==> src/rtl/wb_stage_pkg.sv <==
// rtl/wb_stage_pkg.sv - shared opcode constants, writeback state and entry types
package wb_stage_pkg;

    localparam int unsigned WB_XLEN = 32;

    localparam logic [6:0] OPC_LOAD     = 7'b0000011;
    localparam logic [6:0] OPC_MISC_MEM = 7'b0001111;
    localparam logic [6:0] OPC_OP_IMM   = 7'b0010011;
    localparam logic [6:0] OPC_AUIPC    = 7'b0010111;
    localparam logic [6:0] OPC_STORE    = 7'b0100011;
    localparam logic [6:0] OPC_OP       = 7'b0110011;
    localparam logic [6:0] OPC_LUI      = 7'b0110111;
    localparam logic [6:0] OPC_BRANCH   = 7'b1100011;
    localparam logic [6:0] OPC_JALR     = 7'b1100111;
    localparam logic [6:0] OPC_JAL      = 7'b1101111;
    localparam logic [6:0] OPC_SYSTEM   = 7'b1110011;

    typedef enum logic [1:0] {
        RUN    = 2'd0,
        DRAIN  = 2'd1,
        HALTED = 2'd2
    } wb_state_t;

    typedef struct packed {
        logic               valid;
        logic               we;
        logic [31:0]        instr;
        logic [WB_XLEN-1:0] data;
    } wb_entry_t;

    function automatic logic writes_rd(input logic [6:0] opcode);
        logic w;
        w = 1'b0;
        case (opcode)
            OPC_LOAD, OPC_OP, OPC_OP_IMM, OPC_LUI,
            OPC_AUIPC, OPC_JAL, OPC_JALR: w = 1'b1;
            default:                      w = 1'b0;
        endcase
        return w;
    endfunction

endpackage

==> src/rtl/wb_instret_cnt.sv <==
// rtl/wb_instret_cnt.sv - 64-bit retired-instruction counter with priority clear
module wb_instret_cnt (
    input  logic        clk,
    input  logic        rstn_i,
    input  logic        inc_i,
    input  logic        clr_i,
    output logic [63:0] count_o
);

    logic [63:0] count_q;
    logic [63:0] count_d;

    always_comb begin
        count_d = count_q;
        if (clr_i) begin
            count_d = 64'd0;
        end else if (inc_i) begin
            count_d = count_q + 64'd1;
        end
    end

    always_ff @(posedge clk or negedge rstn_i) begin
        if (!rstn_i) begin
            count_q <= 64'd0;
        end else begin
            count_q <= count_d;
        end
    end

    assign count_o = count_q;

endmodule

==> src/rtl/wb_stage.sv <==
// rtl/wb_stage.sv - writeback stage: result register, RF write port, forwarding tap, halt-drain FSM
// Optional retired-instruction counter enabled by WB_INSTRET_EN.
module wb_stage
    import wb_stage_pkg::*;
#(
    parameter int unsigned BITSIZE = 32,
    parameter int unsigned N_REGS  = 32
) (
    input  logic                      clk,
    input  logic                      rstn_i,
    input  logic                      halt_i,
    input  logic                      valid_i,
    output logic                      ack_o,
    input  logic [31:0]               instr_i,
    input  logic [BITSIZE-1:0]        data_i,
    output logic                      rf_we_o,
    output logic [$clog2(N_REGS)-1:0] rf_waddr_o,
    output logic [BITSIZE-1:0]        rf_wdata_o,
    output logic                      fwd_valid_o,
    output logic [4:0]                fwd_rd_o,
    output logic [BITSIZE-1:0]        fwd_data_o,
    output logic                      halted_o
`ifdef WB_INSTRET_EN
    ,
    input  logic                      instret_clr_i,
    output logic [63:0]               instret_o
`endif
);

    localparam int unsigned AW = $clog2(N_REGS);

    wb_entry_t wb_q;
    wb_entry_t wb_d;
    wb_state_t state_q;
    wb_state_t state_d;
    logic      unused_instr_bits;

    assign ack_o = valid_i && (state_q == RUN) && !halt_i;

    // wb_q drains every cycle, so only the valid bit needs clearing when idle.
    always_comb begin
        wb_d       = wb_q;
        wb_d.valid = 1'b0;
        if (ack_o) begin
            wb_d.valid = 1'b1;
            wb_d.we    = writes_rd(instr_i[6:0]) && (instr_i[11:7] != 5'd0);
            wb_d.instr = instr_i;
            wb_d.data  = WB_XLEN'(data_i);
        end
    end

    always_comb begin
        state_d = state_q;
        case (state_q)
            RUN:     if (halt_i)      state_d = DRAIN;
            DRAIN:   if (!wb_q.valid) state_d = HALTED;
            HALTED:  if (!halt_i)     state_d = RUN;
            default:                  state_d = RUN;
        endcase
    end

    always_ff @(posedge clk or negedge rstn_i) begin
        if (!rstn_i) begin
            wb_q    <= '0;
            state_q <= RUN;
        end else begin
            wb_q    <= wb_d;
            state_q <= state_d;
        end
    end

    assign rf_we_o     = wb_q.valid && wb_q.we;
    assign rf_waddr_o  = AW'(wb_q.instr[11:7]);
    assign rf_wdata_o  = BITSIZE'(wb_q.data);
    assign fwd_valid_o = rf_we_o;
    assign fwd_rd_o    = wb_q.instr[11:7];
    assign fwd_data_o  = rf_wdata_o;
    assign halted_o    = (state_q == HALTED);

    assign unused_instr_bits = ^{wb_q.instr[31:12], wb_q.instr[6:0]};

`ifdef WB_INSTRET_EN
    wb_instret_cnt u_instret_cnt (
        .clk     (clk),
        .rstn_i  (rstn_i),
        .inc_i   (wb_q.valid),
        .clr_i   (instret_clr_i),
        .count_o (instret_o)
    );
`endif

endmodule

==> config.mk <==
export PLATFORM = sky130hd
export DESIGN_NAME = wb_stage
export DESIGN_NICKNAME = d
export VERILOG_FILES = /design/src/rtl/wb_stage_pkg.sv /design/src/rtl/wb_instret_cnt.sv /design/src/rtl/wb_stage.sv
export SDC_FILE = /design/constraint.sdc
export NUM_CORES = 1
export LEC_CHECK = 0
export CAP_MARGIN = 20
export CORE_ASPECT_RATIO = 0.8
export CORE_MARGIN = 4
export CORE_UTILIZATION = 39
export DETAILED_ROUTE_END_ITERATION = 10
export PLACE_DENSITY = 0.87
export SLEW_MARGIN = 25
export SYNTH_ARGS = -nofsm -noshare
export SYNTH_HDL_FRONTEND = slang
export SYNTH_SLANG_ARGS = --single-unit
==> constraint.sdc <==
create_clock -name clk -period 2.8 [get_ports clk]
set_input_delay 0.28 -clock clk [delete_from_list [all_inputs] [get_ports clk]]
set_output_delay 0.28 -clock clk [all_outputs]
set_load 0.01 [all_outputs]
==> metrics.cfg <==
[run_status]
outcome=complete, but fails checks
violations=hold timing

[yosys]
yosys_register_bits=41
synth-seq-area-share_pct=47.3
postSynthAreaPerCell_um2=12.6
synth_fp_nets=240
synthXorXnorAreaFrac_pct=0
synth_mux_area_share_pct=19.7
synth_area_mm2=0.00217
synth-compound-area-share_pct=1.73
synth.distinct_cells=17
ys_warn_count=0
synth_top_family_by_area=buffers and inverters
synth_fa_ha_area_share_pct=0
syn_inst=172
synthSimpleGateAreaFrac_pct=3.11

[hold_path]
hold_class=in -> async

[timing]
period_share_pct=70.3
hold-worst-slack_ns=-0.0260
setup_viol=0
max_freq_ghz=0.508
rsz0062_at_grt=false
slew_headroom_pct=64.7
tightest_slew_ns=0.529
finalHoldViolCount=41
tns_ns=0
fin_skew_ns=0.00657
finalMaxSlewViolations=0
fin_crit_ns=1.97

[worst_setup_path]
crit_slowest_cell=clkdlybuf4s50_1
slowest_delay_ns=0.62
required_ns=2.52
start_kind=flop
criticalPathCategory=reg -> out
worst-path-max-fanout=4
worst-path-stages=2
crit_chain=nor4b_4, clkdlybuf4s50_1
crit_buf_inv=1
critPathCaptureType=primary output
rr_worst_depth=3
cp.arrival_ns=1.69
crit_family=buffers and inverters

[routing]
ant_nets=0
wl_met1_um=1710
post_drt_wl_per_cell_um=15.0
top_layer_used=met4
viasPerCell=4.50
drcViolationCount=0
drt-initial-drc-count=10
met3_length_um=472
dr.pass1.iters=3
wl_met2_um=2120
vias=1300
drt-total-wl_um=4320

[power_and_ir_drop]
vdd_drop_max_mv=0.499
powerDensity_mw_per_mm2=1120
total_power_uw=3360
p_leak_uw=0.00121

[grt]
grt_pass1_wl_um=6960
overflow=0
grt_max_degree=42
grt_pass1_vias=1472
track_usage_pct=12.9
grt_antenna_before_repair=0

[cts]
root_buffer=clkbuf_8
cts_resized=0
clkTransAtPathRegs_ns=0.07
cts_buffers=5
clk_latency_ns=0.28
cts.sinks=41
htreeDepth=2
post_cts_buffers=0
cts_hold_buf=0
clock_path_buffers=2
cts_tree=yes

[place]
hpwl_um=3370
place.gp.congestion=0.621
portBuffers=125

[die]
core_mm2=0.00518
rows=23
die_area_mm2=0.00683
die_w_um=91.4
start_util_pct=41.9
die_h_um=74.7
ios=146

[finish]
n_antenna_cell=0
fin_nets=295
drive_above_1_share_pct=21.6
area_delta_synth_final_pct=37.8

[run]
cap_viol_max_count=0

-- cells by family after synthesis --
logic type | after synthesis
multiplexers | 38
AND/OR/NAND/NOR | 8
buffers and inverters | 80
flip-flops | 41
AO/OA/AOI/OAI | 5
-- sequential cells by signal (all words and copies together) (netlist names) --
| register | cells |
|---|---|
| fwd_rd_o | 5 |
| fwd_data_o | 32 |
| wb_q | 2 |
| state_q | 2 |
-- cells in the mapped netlist --
| master | n | area (um^2) |
|---|---|---|
| and2_1 | 1 | 6.26 |
| buf_4 | 75 | 563 |
| or4_1 | 1 | 7.51 |
| nor4b_4 | 1 | 23.8 |
| and2b_2 | 1 | 8.76 |
| mux2_2 | 37 | 417 |
| and4b_1 | 1 | 10.0 |
| a22o_2 | 1 | 10.0 |
| nor2_1 | 3 | 11.3 |
| inv_1 | 1 | 3.75 |
| o22ai_1 | 1 | 6.26 |
| o2111ai_1 | 1 | 8.76 |
| buf_6 | 4 | 45.0 |
| a21oi_1 | 1 | 5.00 |
| dfrtp_1 | 41 | 1030 |
| mux2i_1 | 1 | 10.0 |
| o21bai_1 | 1 | 7.51 |
-- routing by layer --
metal,global-route usage (%),vias up
met3,5.89,2
met2,22.9,80
li1,-,608
met5,0,-
met4,3.51,0
met1,14.3,610
-- area by class of cell --
type                    count  area, um^2
fillers                   433        2190
well taps                  62        77.6
clock buffers               7        86.3
repair buffers            127        1260
flip-flops and latches     41        1030
inverters                   1        3.75
multi-input cells          51         532
-- cells in the final DEF (no fill, tap or decap), drive strengths merged --
cell and count:
a22o 1, mux2i 1, and4b 1, clkdlybuf4s50 124, nor4b 1, o21bai 1
dfrtp 41, and2b 1, and2 1, or4 1, buf 3, o2111ai 1
nor2 3, clkbuf 7, o22ai 1, inv 1, mux2 37, a21oi 1
-- through the flow --
step / cell area, um^2 / utilization, % / instances / worst slack (ns) / hold WS (ns)
6_report: 2990 / 57.7 / 289 / 0.832 / -0.0260
5_1_grt: 2990 / 57.7 / 289 / 0.732 / 0.00936
4_1_cts: 2990 / 57.7 / 289 / 0.806 / 0.155
3_5_place_dp: 2900 / 56.0 / 282 / 0.820 / 0.471
3_3_place_gp: 2900 / 56.0 / 282 / 0.825 / 0.454
2_1_floorplan: 2170 / - / 172 / 1.32 / -0.0156
-- worst paths after layout --
path,slack (ns),endpoint,start
min in group clk,0.53,fwd_data_o[25],fwd_data_o[25]
setup / recovery,0.83,ack_o,state_q[0]
setup reg to reg,1.12,fwd_data_o[20],state_q[0]
max in group asynchronous,2.46,fwd_data_o[22],rstn_i
hold reg to reg,0.53,fwd_data_o[25],fwd_data_o[25]
hold / removal,-0.03,fwd_data_o[13],rstn_i
-- where the power goes --
part	leakage [uW]	internal (uW)	switching [uW]
Combinational	0.000678	1230	639
Sequential	0.000489	885	223
Clock	0.0000443	196	183
No activity file was read; power rests on OpenSTA's default activity.
